==> src/rtl/br_lite_local_arbiter_pkg.sv <==
// BrLite shared types: flit layout, service codes, local-port index, arbiter states.
// Latency: n/a (types and constants only).
// Backpressure: n/a.
package br_lite_local_arbiter_pkg;

  // Flit payload width and rolling-id width (the id wraps modulo 2**BR_ID_W)
  localparam int BR_PAYLOAD_W = 32;
  localparam int BR_ID_W      = 8;

  // Router port index of the PE-side local port
  localparam int BR_LOCAL = 4;

  // REQ-phase watchdog default, used only when the timeout feature is built in
  localparam int BR_ARB_TIMEOUT_DEFAULT = 1024;

  // Service carried by a flit; all four codes are defined so any 2-bit value is legal
  typedef enum logic [1:0] {
    BR_SVC_MSG = 2'd0,
    BR_SVC_REQ = 2'd1,
    BR_SVC_RSP = 2'd2,
    BR_SVC_CLR = 2'd3
  } br_service_t;

  typedef struct packed {
    logic [15:0]             seq_source;
    logic [15:0]             seq_target;
    br_service_t             service;
    logic [BR_PAYLOAD_W-1:0] payload;
    logic [BR_ID_W-1:0]      id;
  } br_data_t;

  // Local-arbiter transaction phases
  typedef enum logic [2:0] {
    ARB_IDLE      = 3'd0,
    ARB_WAIT_FREE = 3'd1,
    ARB_CAPTURE   = 3'd2,
    ARB_REQ       = 3'd3,
    ARB_RELEASE   = 3'd4,
    ARB_DONE      = 3'd5
  } br_arb_state_t;

endpackage

==> src/rtl/br_lite_rr_arbiter.sv <==
// Round-robin pick: first asserted request strictly after the pointer, wrapping.
// Latency: combinational.
// Backpressure: none; the caller decides when to accept the pick and move the pointer.
module br_lite_rr_arbiter #(
  parameter  int NREQ  = 4,
  localparam int IDX_W = $clog2(NREQ)
) (
  input  logic [NREQ-1:0]  i_req,
  input  logic [IDX_W-1:0] i_ptr,
  output logic             o_gnt_vld,
  output logic [IDX_W-1:0] o_gnt_idx
);

  logic [IDX_W-1:0] w_pos;

  // Scan offsets from farthest to nearest so the nearest requester after the pointer wins
  always_comb begin
    o_gnt_vld = 1'b0;
    o_gnt_idx = '0;
    w_pos     = '0;
    for (int d = NREQ; d >= 1; d--) begin
      w_pos = IDX_W'((int'(i_ptr) + d) % NREQ);
      if (i_req[w_pos]) begin
        o_gnt_vld = 1'b1;
        o_gnt_idx = w_pos;
      end
    end
  end

endmodule

==> src/rtl/br_lite_local_arbiter.sv <==
// Shares the router LOCAL port among NREQ PE requesters: round-robin pick, flit stamping, 4-phase req/ack.
// Latency: valid->ready 2 cycles when the router is free; minimum transaction 5 cycles plus router ack time.
// Backpressure: router busy holds off new grants; req stays high with a frozen flit until ack.
// Optional build macro BRLITE_LOCAL_ARB_TIMEOUT_EN adds TIMEOUT_CYCLES and timeout_o (REQ watchdog).
module br_lite_local_arbiter
  import br_lite_local_arbiter_pkg::*;
#(
  parameter int          NREQ        = 4,
  parameter logic [15:0] SEQ_ADDRESS = 16'h0000
`ifdef BRLITE_LOCAL_ARB_TIMEOUT_EN
  , parameter int        TIMEOUT_CYCLES = BR_ARB_TIMEOUT_DEFAULT
`endif
) (
  input  logic                                 clk_i,
  input  logic                                 rst_i,
  input  logic [NREQ-1:0]                      src_valid_i,
  output logic [NREQ-1:0]                      src_ready_o,
  input  logic [NREQ-1:0][15:0]                src_target_i,
  input  br_service_t [NREQ-1:0]               src_service_i,
  input  logic [NREQ-1:0][BR_PAYLOAD_W-1:0]    src_payload_i,
  output logic [NREQ-1:0]                      src_done_o,
  input  logic                                 busy_i,
  output br_data_t                             flit_o,
  output logic                                 req_o,
  input  logic                                 ack_i,
`ifdef BRLITE_LOCAL_ARB_TIMEOUT_EN
  output logic                                 timeout_o,
`endif
  output logic [$clog2(NREQ)-1:0]              grant_idx_o
);

  localparam int IDX_W = $clog2(NREQ);

  br_arb_state_t       r_state;
  logic [IDX_W-1:0]    r_ptr;
  logic [IDX_W-1:0]    r_gidx;
  logic [BR_ID_W-1:0]  r_id;
  logic                r_req;
  logic [NREQ-1:0]     r_ready;
  logic [NREQ-1:0]     r_done;
  br_data_t            r_flit;
`ifdef BRLITE_LOCAL_ARB_TIMEOUT_EN
  logic [15:0]         r_to_cnt;
  logic                r_timeout;
`endif

  logic                w_win_vld;
  logic [IDX_W-1:0]    w_win_idx;

  br_lite_rr_arbiter #(
    .NREQ (NREQ)
  ) u_rr (
    .i_req     (src_valid_i),
    .i_ptr     (r_ptr),
    .o_gnt_vld (w_win_vld),
    .o_gnt_idx (w_win_idx)
  );

  // Transaction FSM; every output is a register so the router sees glitch-free req/flit
  always_ff @(posedge clk_i or posedge rst_i) begin
    if (rst_i) begin
      r_state  <= ARB_IDLE;
      r_ptr    <= IDX_W'(NREQ - 1);
      r_gidx   <= '0;
      r_id     <= '0;
      r_req    <= 1'b0;
      r_ready  <= '0;
      r_done   <= '0;
      r_flit   <= '0;
`ifdef BRLITE_LOCAL_ARB_TIMEOUT_EN
      r_to_cnt  <= '0;
      r_timeout <= 1'b0;
`endif
    end else begin
      // ready/done/timeout are single-cycle pulses
      r_ready <= '0;
      r_done  <= '0;
`ifdef BRLITE_LOCAL_ARB_TIMEOUT_EN
      r_timeout <= 1'b0;
`endif
      case (r_state)
        ARB_IDLE: begin
          // ack_i here is spurious and deliberately not looked at
          if (|src_valid_i) begin
            r_state <= busy_i ? ARB_WAIT_FREE : ARB_CAPTURE;
          end
        end
        ARB_WAIT_FREE: begin
          // Nothing is latched while waiting; the pick is redone once free
          if (!busy_i) begin
            r_state <= ARB_IDLE;
          end
        end
        ARB_CAPTURE: begin
          // A requester may have withdrawn since IDLE; with nobody left, fall back
          if (w_win_vld) begin
            r_flit <= '{seq_source: SEQ_ADDRESS,
                        seq_target: src_target_i[w_win_idx],
                        service:    src_service_i[w_win_idx],
                        payload:    src_payload_i[w_win_idx],
                        id:         r_id};
            r_ready[w_win_idx] <= 1'b1;
            r_ptr   <= w_win_idx;
            r_gidx  <= w_win_idx;
            r_id    <= r_id + BR_ID_W'(1);
            r_req   <= 1'b1;
`ifdef BRLITE_LOCAL_ARB_TIMEOUT_EN
            r_to_cnt <= '0;
`endif
            r_state <= ARB_REQ;
          end else begin
            r_state <= ARB_IDLE;
          end
        end
        ARB_REQ: begin
          // A CAM-full router just drops back to init; keep req and flit steady so it retries
          if (ack_i) begin
            r_req   <= 1'b0;
            r_state <= ARB_RELEASE;
`ifdef BRLITE_LOCAL_ARB_TIMEOUT_EN
          end else if (r_to_cnt == 16'(TIMEOUT_CYCLES - 1)) begin
            // Give up: no done pulse, and the consumed id stays consumed
            r_req     <= 1'b0;
            r_timeout <= 1'b1;
            r_state   <= ARB_IDLE;
          end else begin
            r_to_cnt <= r_to_cnt + 16'd1;
`endif
          end
        end
        ARB_RELEASE: begin
          if (!ack_i) begin
            r_done[r_gidx] <= 1'b1;
            r_state        <= ARB_DONE;
          end
        end
        ARB_DONE: begin
          r_state <= ARB_IDLE;
        end
        default: begin
          r_state <= ARB_IDLE;
        end
      endcase
    end
  end

  assign src_ready_o = r_ready;
  assign src_done_o  = r_done;
  assign flit_o      = r_flit;
  assign req_o       = r_req;
  assign grant_idx_o = r_gidx;
`ifdef BRLITE_LOCAL_ARB_TIMEOUT_EN
  assign timeout_o   = r_timeout;
`endif

endmodule
==> config.mk <==
export PLATFORM = sky130hd
export DESIGN_NAME = br_lite_local_arbiter
export DESIGN_NICKNAME = d
export VERILOG_FILES = /design/src/rtl/br_lite_local_arbiter_pkg.sv /design/src/rtl/br_lite_rr_arbiter.sv /design/src/rtl/br_lite_local_arbiter.sv
export SDC_FILE = /design/constraint.sdc
export NUM_CORES = 1
export LEC_CHECK = 0
export BUFFER_PORTS_ARGS = -buffer_cell sky130_fd_sc_hd__buf_2
export CORE_MARGIN = 4
export CORE_UTILIZATION = 40
export DETAILED_ROUTE_END_ITERATION = 16
export PLACE_DENSITY = 0.83
export RECOVER_POWER = 50
export REMOVE_ABC_BUFFERS = 1
export SYNTH_ARGS = -nofsm -noshare
export SYNTH_HDL_FRONTEND = slang
export SYNTH_SLANG_ARGS = --single-unit
export TNS_END_PERCENT = 30
==> constraint.sdc <==
create_clock -name clk_i -period 3.5 [get_ports clk_i]
set_input_delay 0.7 -clock clk_i [delete_from_list [all_inputs] [get_ports clk_i]]
set_output_delay 0.7 -clock clk_i [all_outputs]
set_load 0.01 [all_outputs]
==> metrics, run 1 <==
status complete, but fails checks; failing checks capacitance limit, slew limit; number of fill cells 1214; Root Buffer clkbuf_16; GR peak layer met2; Hold Path Class register to register; die area 15440 µm²; register area 2054 µm²; Cell Pwr Density 744.6 nW/µm²; Hold-fix buffers, CTS 0; CP Buf/Inv Count 1; critical path arrival 2.72 ns; Clock Tree Buf Depth 2; commonest cells after routing, fill and taps aside buf_2 (248), dfrtp_1 (80), nor2_1 (61); cell area after synthesis 5406 µm²; YS warnings 0; worst-path maximum fanout 52; met1 usage in global routing 0.2373; post-layout util 0.5313; Final Skew 0.008570 ns; met2 usage 0.3658; R2R cell count 6; Final HPWL DP 11.75 mm; Avg Cell Area, Syn 11.12 µm²; number of max-cap violations 1; commonest non-fill, non-tap cell in the layout buf_2; I/O Pins 293; CTS clk-pin slew, worst paths 0.07 ns; #FFs+latches synth 82; Crit. Startpoint r_ptr[0]; Port Buf Inserts 276; sequential element share of the synthesized area 0.3800; grt total ovfl 0; Cell Chain, Critical Path nand2b_1, a21bo_4, and3_4, buf_4, mux2i_1, a211oi_2; Critical Path RT 3.69 ns; met3 GRT Util 0.06346; crit end category register; initial antenna violation count 0; setup repair bufs after CTS 0; Post-synth EDFFs 0; largest net degree at the start of global routing 83; clock sinks 82; reg2reg setup slack 0.97 ns; CP max stage cell dfstp_2; min Tclk post-route 2.528 ns; Top FF cell, synth dfrtp_1; WP depth 6; Antenna Violating Nets Remaining 0; core region area 13240 µm²; Die X-Extent 124.3 µm; Final Hold Vio Count 0; reg-to-reg endpoint flit_o[16]; area grow syn2layout 30.13%; DR vias 4883; Die Y 124.3 µm; Slew Limit Fails 83; asr flop ratio synth 1.000; NumNets Final 950; Final Setup Violations 0; total CTS buffers 9; H-Tree Depth 3; critical path launch point type register; vias in the first global route 5076; Max Freq 395.6 MHz; Setup crit end flit_o[16]; leak pwr 0.003323 µW; row count 42; fin crit share 0.7223; share of cells above drive strength 1 0.5121; Setup CP Type register to register; Initial Util 0.4083; first-pass GRT wire length 25.93 mm; DR iter-0 viols 228; total power 5239 µW; final WL 16.58 mm; overall global routing resource usage 0.2077; DRC viols 0; WL/cell 17.97 µm; via-per-instance ratio 5.290; Rel. slew slack -0.3760; drt pass-1 iters 4; CTS tree built; Top delay family on crit path simple AND/OR/NAND/NOR gates; Worst-Skew Late Latency 0.34 ns; RSZ-0062 raised after global routing false; launch point of the worst reg-to-reg path r_ptr[0]; Peak VDD IR 0.3715 mV; Distinct cells, synth 43; PostCTS Resize Cnt 0; Post-Synthesis Cells 486; CP max stage delay 0.54 ns; worst slew pin tran 2.064 ns; Multi-input gate area 3003 µm²; gpl congestion 0.8222
## worst min path at each step
stage	start	to	slack (ns)	cells past startpoint
2_1_floorplan	r_id[7]	r_id[7]	0.45	1
3_3_place_gp	flit_o[4]	flit_o[4]	0.45	2
3_5_place_dp	flit_o[7]	flit_o[7]	0.46	2
4_1_cts	rst_i	flit_o[49]	0.47	3
5_1_grt	flit_o[7]	flit_o[7]	0.51	2
6_report	flit_o[7]	flit_o[7]	0.48	2
## cells in the mapped netlist (2+ instances only)
cell type   n  share of area
and2_1     51          0.059
nand2b_1    5         0.0058
nor3b_1     3         0.0042
o21ai_0     3         0.0028
a21oi_1     4         0.0037
a221oi_1    2         0.0032
dfstp_2     2         0.0097
xor2_1      2         0.0032
mux2i_1    50          0.093
and4_1      2         0.0032
nor3_1      4         0.0037
buf_6       2         0.0042
and3_1      2         0.0023
buf_12      3          0.011
nor2_1     61          0.042
buf_4      24          0.033
a21o_1      3         0.0042
dfrtp_1    80           0.37
a211oi_1    2         0.0028
buf_8       2         0.0056
clkbuf_4    2         0.0028
nand2_1    32          0.022
xnor2_1     5         0.0081
a221oi_2   48           0.13
clkbuf_1   10         0.0069
nand3_1     4         0.0037
buf_2      14          0.013
nand4_1     2         0.0023
a211oi_2   48           0.11
## final cells by class
type                            instances  area share
Sequential cell                        82      0.2920
Inverter                                1   0.0007114
Antenna cell                            1   0.0003557
Clock inverter                          7     0.01156
Clock buffer                            9     0.03201
Timing Repair Buffer                  286      0.2052
Multi-Input combinational cell        361      0.4268
Tap cell                              176     0.03130
## power breakdown
| group | internal (µW) | total [µW] | leakage [µW] | switching (µW) |
|---|---|---|---|---|
| registers | 1360 | 1630 | 0.000967 | 275 |
| logic | 1060 | 2620 | 0.00221 | 1560 |
| clock network | 565 | 989 | 0.000147 | 425 |
## registers in the layout, indices dropped and copies added (netlist names)
register     cells
flit_o          58
r_id             8
src_done_o       4
src_ready_o      4
r_state          3
grant_idx_o      2
r_ptr            2
req_o            1
## worst min-delay path: stages (launching register included)
cell and delay [ns]:
dfrtp_1 0.34, nand2_1 0.05, nand2_1 0.06
## cells by family (layout without fill, tap and decap cells)
| kind of cell | count (synthesis) | count (layout) | synth area share |
|---|---|---|---|
| other cells | 1 | 17 | 0.0006936 |
| simple gates | 172 | 172 | 0.1632 |
| flops | 82 | 82 | 0.3800 |
| compound gates | 114 | 114 | 0.2703 |
| xor+xnor | 7 | 7 | 0.01134 |
| buf+inv | 58 | 303 | 0.07753 |
| fa+ha+maj | 1 | 1 | 0.002314 |
| mux | 51 | 51 | 0.09465 |
## layer usage
metal  wire length, µm  share of wire  up-vias
li1                  -              -     2268
met1              6456           0.39     2363
met2              8487           0.51      224
met3              1299          0.078       28
met4               341          0.021        0
met5                 0              0        -
## stage by stage
stage	setup WS [ns]	instance area, µm²	hold slack, ns	std cells	TNS [ns]
2_1_floorplan	-0.3554	5047	0.4453	444	-17.67
3_3_place_gp	0.7001	6783	0.4534	906	0
3_5_place_dp	0.6600	6783	0.4604	906	0
4_1_cts	0.9349	7089	0.4664	922	0
5_1_grt	0.7292	7033	0.5091	922	0
6_report	0.9720	7036	0.4774	923	0
No activity file was read; power rests on OpenSTA's default activity.
==> run 2: changes to the inputs <==
--- a/config.mk
+++ b/config.mk
@@ -5,11 +5,12 @@
 export SDC_FILE = /design/constraint.sdc
 export NUM_CORES = 1
 export LEC_CHECK = 0
+export ABC_AREA = 1
 export BUFFER_PORTS_ARGS = -buffer_cell sky130_fd_sc_hd__buf_2
 export CORE_MARGIN = 4
 export CORE_UTILIZATION = 40
 export DETAILED_ROUTE_END_ITERATION = 16
-export PLACE_DENSITY = 0.83
+export PLACE_DENSITY = 0.8
 export RECOVER_POWER = 50
 export REMOVE_ABC_BUFFERS = 1
 export SYNTH_ARGS = -nofsm -noshare
==> constraint.sdc (replaced) <==
create_clock -name clk_i -period 2.4 [get_ports clk_i]
set_input_delay 0.48 -clock clk_i [delete_from_list [all_inputs] [get_ports clk_i]]
set_output_delay 0.48 -clock clk_i [all_outputs]
set_load 0.01 [all_outputs]
==> metrics, run 2 <==
Top FF cell, synth dfrtp_1 (unchanged); Critical Path RT 2.63 ns (was 3.69 ns); register area 2054 µm² (unchanged); grt total ovfl 0 (unchanged); CP max stage delay 0.68 ns (was 0.54 ns); Largest register FFs 58 (unchanged); R2R cell count 12 (was 6); vias in the first global route 6469 (was 5076); drt pass-1 iters 6 (was 4); row count 45 (was 42); Peak VDD IR 1.091 mV (was 0.3715 mV); DR vias 6873 (was 4883); overall global routing resource usage 0.2154 (was 0.2077); post-synth top area share 0.3217 (was 0.3703); NumNets Final 1409 (was 950); top cells by count, synth nand2_1 (392), nand3_1 (171), inv_1 (124) (was dfrtp_1 (80), nor2_1 (61), and2_1 (51)); number of fill cells 1515 (was 1214); clock sinks 82 (unchanged); WL/cell 14.27 µm (was 17.97 µm); CP max stage cell dfstp_2 (unchanged); Cell Pwr Density 1593 nW/µm² (was 744.6 nW/µm²); Multi-input gate area 3157 µm² (was 3003 µm²); commonest cells after routing, fill and taps aside nand2_1 (390), buf_2 (246), nand3_1 (171) (was buf_2 (248), dfrtp_1 (80), nor2_1 (61)); crit end category register (unchanged); reg2reg setup slack 0.21 ns (was 0.97 ns); cell area after synthesis 6222 µm² (was 5406 µm²); total CTS buffers 9 (unchanged); ranking of synthesized cells by area dfrtp_1 (32%), nand2_1 (24%), nand3_1 (14%) (was dfrtp_1 (37%), a221oi_2 (13%), a211oi_2 (11%)); sequential element share of the synthesized area 0.3302 (was 0.3800); Inst Count DP 1376 (was 906); Worst-Skew Late Latency 0.34 ns (about the same); gpl congestion 0.9252 (was 0.8222); Sw Ratio 0.5305 (was 0.4318); reg-to-reg endpoint flit_o[8] (was flit_o[16]); die area 17610 µm² (was 15440 µm²); Rel. slew slack 0.3419 (was -0.3760); launch point of the worst reg-to-reg path r_ptr[0] (unchanged); status completed (was complete, but fails checks); CP dominant cell by count nand2_1; YS warnings 0 (unchanged); via-per-instance ratio 4.934 (was 5.290); Hold-fix buffers, CTS 0 (unchanged); share of cells above drive strength 1 0.2871 (was 0.5121); core region area 15200 µm² (was 13240 µm²); min Tclk post-route 2.185 ns (was 2.528 ns); fin crit share 0.9105 (was 0.7223); initial antenna violation count 0 (unchanged); DR iter-0 viols 546 (was 228); #FFs+latches synth 82 (unchanged); Switch Pwr 6640 µW (was 2262 µW); non-filler instance count after layout 1393 (was 923); Max Freq 457.6 MHz (was 395.6 MHz); final WL 19.88 mm (was 16.58 mm); Final Skew 0.007352 ns (was 0.008570 ns); Distinct cells, synth 30 (was 43); Clock power frac 0.112 (was 0.189); area grow syn2layout 26.26% (was 30.13%); Setup crit end flit_o[8] (was flit_o[16]); combinational fraction of design power 0.698 (was 0.500); Avg Cell Area, Syn 6.522 µm² (was 11.12 µm²); commonest non-fill, non-tap cell in the layout nand2_1 (was buf_2); Hold Path Class input port to async pin (was register to register); Clock Tree Buf Depth 2 (unchanged); number of max-cap violations 0 (was 1); CTS tree built (unchanged); Slew Limit Fails 0 (was 83); setup repair bufs after CTS 0 (unchanged); n_diodes 0 (was 1); Antenna Violating Nets Remaining 0 (unchanged); Initial Util 0.4093 (was 0.4083); worst slew pin tran 0.9871 ns (was 2.064 ns); H-Tree Depth 3 (unchanged); PostCTS Resize Cnt 0 (unchanged); Die Y 132.7 µm (was 124.3 µm); RSZ-0062 raised after global routing false (unchanged); Root Buffer clkbuf_16 (unchanged); critical path launch point type register (unchanged); post-synth top area cell dfrtp_1 (unchanged); asr flop ratio synth 1.000 (unchanged); Setup CP Type register to register (unchanged); I/O Pins 293 (unchanged); worst-path maximum fanout 74 (was 52); count leader, synth nand2_1 (was dfrtp_1); Port Buf Inserts 276 (unchanged); first-pass GRT wire length 31.37 mm (was 25.93 mm); Post-synth EDFFs 0 (unchanged); Final Hold Vio Count 0 (unchanged); DRC viols 0 (unchanged); critical path arrival 2.42 ns (was 2.72 ns); Final HPWL DP 14.40 mm (was 11.75 mm); Post-Synthesis Cells 954 (was 486); Fin Setup TNS 0 ns (unchanged); CTS clk-pin slew, worst paths 0.07 ns (about the same); Cell Chain, Critical Path nand2_1, nand2_2, nand2_1, nand2_2, nand2_4, nand3_4, buf_12, nand3_1, nand3_1, nand2_1, nand2_1, nand2_1 (was nand2b_1, a21bo_4, and3_4, buf_4, mux2i_1, a211oi_2); sequential share of power 0.189 (was 0.311); Crit. Startpoint r_ptr[0] (unchanged); largest net degree at the start of global routing 75 (was 83); Int Power 5875 µW (was 2977 µW); Die X-Extent 132.7 µm (was 124.3 µm); leak pwr 0.004910 µW (was 0.003323 µW); Final Setup Violations 0 (unchanged)
[run 2: cell types whose count changed after synthesis, moves of 9 or more]
cell and delta:
and2_1 -51, nor2_1 -48, nand3_2 +39, nand3_1 +167, a221oi_2 -48, inv_1 +123, nand2_2 +9, buf_6 +16
buf_2 +14, o21ai_0 +9, nand2_1 +360, a211oi_2 -48, mux2i_1 -50
[run 2: metrics by stage]
step	power [µW]	utilization	hold slack (ns)	instance area, µm²	setup slack, ns
final	12510	0.5168	0.1400	7856	0.2148
after global routing	13760	0.5168	0.1572	7856	0.03996
after CTS	12510	0.5188	0.04314	7888	0.1795
after detailed placement	11070	0.4990	0.4179	7586	0.1958
after global placement	10910	0.4990	0.4221	7586	0.2810
after floorplan	7701	-	0.4457	5685	-1.671
[run 2: routing by layer]
| metal | track usage | up-vias | routed length, µm |
|---|---|---|---|
| met4 | 0.07102 | 0 | 410 |
| met1 | 0.2669 | 3138 | 8351 |
| met3 | 0.03194 | 32 | 1365 |
| met5 | 0 | - | 0 |
| met2 | 0.3840 | 306 | 9752 |
| li1 | - | 3397 | - |
[run 2: critical path, delay by kind of cell, from the launching register on]
kind / cells / cell delay (ns)
DFF: 1 / 0.68
buffers and inverters: 1 / 0.32
and+or+nand+nor: 11 / 1.00
[run 2: final cells by class]
cell class	count	share of cell area
clock buffer	9	0.02867
clock inverter	7	0.009715
inverter	129	0.06211
multi-input combinational	680	0.4018
sequential	82	0.2615
tap	188	0.02994
timing repair buffer	298	0.2062
[run 2: kinds of logic after synthesis]
group                      Yosys count  share of synthesized area
other                                1                  0.0006027
adders and majority gates            1                   0.002011
AOI/OAI and AO/OA                   18                    0.01548
xor gates and xnor gates             6                   0.008446
and+or+nand+nor                    639                     0.4697
buffers and inverters              207                     0.1735
DFF                                 82                     0.3302
[run 2: power groups by stage]
| stage | Sequential, µW | Clock (µW) | Combinational, µW |
|---|---|---|---|
| 6_report | 2370 | 1410 | 8740 |
| 5_1_grt | 2430 | 1500 | 9830 |
| 4_1_cts | 2360 | 1440 | 8700 |
| 3_5_place_dp | 2360 | 0 | 8710 |
| 3_3_place_gp | 2360 | 0 | 8550 |
| 2_1_floorplan | 2540 | 0 | 5160 |
[run 2: worst min path at each step]
stage	from	end	slack (ns)	depth (start not counted)
finish	rst_i	flit_o[52]	0.14	2
global route	rst_i	r_state[0]	0.16	2
CTS	rst_i	flit_o[52]	0.04	2
detailed placement	rst_i	flit_o[54]	0.42	2
global placement	rst_i	flit_o[52]	0.42	2
floorplan	r_id[7]	r_id[7]	0.45	1
==> run 3: changes to the inputs <==
--- a/config.mk
+++ b/config.mk
@@ -5,12 +5,11 @@
 export SDC_FILE = /design/constraint.sdc
 export NUM_CORES = 1
 export LEC_CHECK = 0
-export ABC_AREA = 1
 export BUFFER_PORTS_ARGS = -buffer_cell sky130_fd_sc_hd__buf_2
 export CORE_MARGIN = 4
 export CORE_UTILIZATION = 40
 export DETAILED_ROUTE_END_ITERATION = 16
-export PLACE_DENSITY = 0.8
+export PLACE_DENSITY = 0.73
 export RECOVER_POWER = 50
 export REMOVE_ABC_BUFFERS = 1
 export SYNTH_ARGS = -nofsm -noshare
==> metrics, run 3 (synthesis results as in run 1) <==
crit end category register (unchanged); Hold Path Class input port to register (was input port to async pin); commonest non-fill, non-tap cell in the layout buf_2 (was nand2_1); overall global routing resource usage 0.2115 (was 0.2154); Peak VDD IR 0.4746 mV (was 1.091 mV); Setup CP Type register to register (unchanged); fin crit share 0.8287 (was 0.9105); critical path arrival 2.24 ns (was 2.42 ns); CP max stage delay 0.43 ns (was 0.68 ns); Final Skew 0.004988 ns (was 0.007352 ns); grt total ovfl 0 (unchanged); slack of the critical path 0.4111 ns (was 0.2148 ns); Antenna Violating Nets Remaining 0 (unchanged); DRC viols 0 (unchanged); launch point of the worst reg-to-reg path r_state[2] (was r_ptr[0]); Rel. slew slack 0.2406 (was 0.3419); core region area 13240 µm² (was 15200 µm²); WL/cell 17.94 µm (was 14.27 µm); largest net degree at the start of global routing 83 (was 75); CTS clk-pin slew, worst paths 0.06 ns (was 0.07 ns); Die X-Extent 124.3 µm (was 132.7 µm); initial antenna violation count 1 (was 0); Crit. Startpoint r_state[2] (was r_ptr[0]); Largest register FFs 58 (unchanged); drt pass-1 iters 4 (was 6); row count 42 (was 45); share of cells above drive strength 1 0.5133 (was 0.2871); Placement Setup Slack 0.2662 ns (was 0.1958 ns); DR iter-0 viols 184 (was 546); clock sinks 82 (unchanged); Cell Chain, Critical Path and2b_1, nor3b_4, buf_4, buf_4, nor2_1, a211oi_2 (was nand2_1, nand2_2, nand2_1, nand2_2, nand2_4, nand3_4, buf_12, nand3_1, nand3_1, nand2_1, nand2_1, nand2_1); total power 7717 µW (was 12510 µW); Cell Pwr Density 1081 nW/µm² (was 1593 nW/µm²); Critical Path RT 2.65 ns (was 2.63 ns); Die Y 124.3 µm (was 132.7 µm); critical path launch point type register (unchanged); Worst-Skew Late Latency 0.34 ns (about the same); Clock Tree Buf Depth 2 (unchanged); total CTS buffers 9 (unchanged); area grow syn2layout 32.01% (was 26.26%); Max Freq 502.8 MHz (was 457.6 MHz); gpl congestion 0.8431 (was 0.9252); NumNets Final 956 (was 1409); CP Buf/Inv Count 2 (was 1); number of fill cells 1216 (was 1515); leak pwr 0.003371 µW (was 0.004910 µW); RSZ-0062 raised after global routing false (unchanged); die area 15440 µm² (was 17610 µm²); status completed (unchanged); Top delay family on crit path simple AND/OR/NAND/NOR gates (unchanged); via-per-instance ratio 5.252 (was 4.934); CTS tree built (unchanged); Hold Path Origin ack_i; Final HPWL DP 12.46 mm (was 14.40 mm); CP dominant cell by count buf_4 (was nand2_1); commonest cells after routing, fill and taps aside buf_2 (249), dfrtp_1 (80), nor2_1 (61) (was nand2_1 (390), buf_2 (246), nand3_1 (171)); Final Setup Violations 0 (unchanged); Root Buffer clkbuf_16 (unchanged); Port Buf Inserts 276 (unchanged); Hold-fix buffers, CTS 0 (unchanged); I/O Pins 293 (unchanged); worst-path maximum fanout 27 (was 74); final WL 16.67 mm (was 19.88 mm); number of max-cap violations 0 (unchanged); Slew Limit Fails 0 (unchanged); H-Tree Depth 3 (unchanged); min Tclk post-route 1.989 ns (was 2.185 ns); DR vias 4879 (was 6873); first-pass GRT wire length 26.66 mm (was 31.37 mm); Initial Util 0.4083 (was 0.4093); vias in the first global route 5212 (was 6469); worst slew pin tran 1.139 ns (was 0.9871 ns); Final Hold Vio Count 0 (unchanged); PostCTS Resize Cnt 0 (unchanged); CP max stage cell dfrtp_1 (was dfstp_2); setup repair bufs after CTS 0 (unchanged)
==> run 3: cell type report <==
| class | count | area [µm²] | area share |
|---|---|---|---|
| clock buffers | 12 | 246.5 | 0.03454 |
| diodes | 1 | 2.502 | 0.0003506 |
| multi-input cells | 361 | 3002 | 0.4206 |
| well taps | 176 | 220.2 | 0.03086 |
| inverters | 1 | 5.005 | 0.0007013 |
| repair buffers | 292 | 1555 | 0.2179 |
| clock inverters | 4 | 51.30 | 0.007188 |
| flip-flops and latches | 82 | 2054 | 0.2879 |
==> run 3: worst paths after layout <==
| check | slack, ns | cells after the start | endpoint |
|---|---|---|---|
| max in group asynchronous | 1.15 | 3 | flit_o[23] |
| setup reg to reg | 0.41 | 6 | flit_o[32] |
| min in group asynchronous | 0.53 | 3 | flit_o[41] |
| setup / recovery | 0.41 | 6 | flit_o[32] |
| hold / removal | 0.46 | 4 | req_o |
| hold reg to reg | 0.47 | 2 | flit_o[5] |
==> run 3: worst min-delay path: cells and delay by family <==
| family | cells | cell delay, ns |
|---|---|---|
| AO/OA/AOI/OAI | 1 | 0.05 |
| buffers and inverters | 1 | 0.12 |
| AND/OR/NAND/NOR | 2 | 0.10 |
==> run 3: power by group <==
part           switching (µW)  leakage, µW  internal [µW]
sequential                426     0.000967           1980
combinational            2290      0.00226           1630
clock                     564     0.000143            836
total                    3280      0.00337           4440
==> run 3: routing by layer <==
| metal | up-vias | global-route usage | part of all wire |
|---|---|---|---|
| met2 | 181 | 0.3775 | 0.53 |
| met1 | 2395 | 0.2464 | 0.39 |
| met4 | 0 | 0.07221 | 0.020 |
| met5 | - | 0 | 0 |
| met3 | 24 | 0.05274 | 0.064 |
| li1 | 2279 | - | - |
==> run 3: metrics by stage <==
stage	instances	cell area, µm²	hold WS (ns)	TNS, ns	utilization
finish	929	7137	0.4579	0	0.5389
global route	929	7137	0.4845	0	0.5389
CTS	928	7188	0.2368	0	0.5428
detailed placement	912	6890	0.4594	0	0.5203
global placement	912	6890	0.4550	0	0.5203
floorplan	444	5047	0.4453	-87.61	-
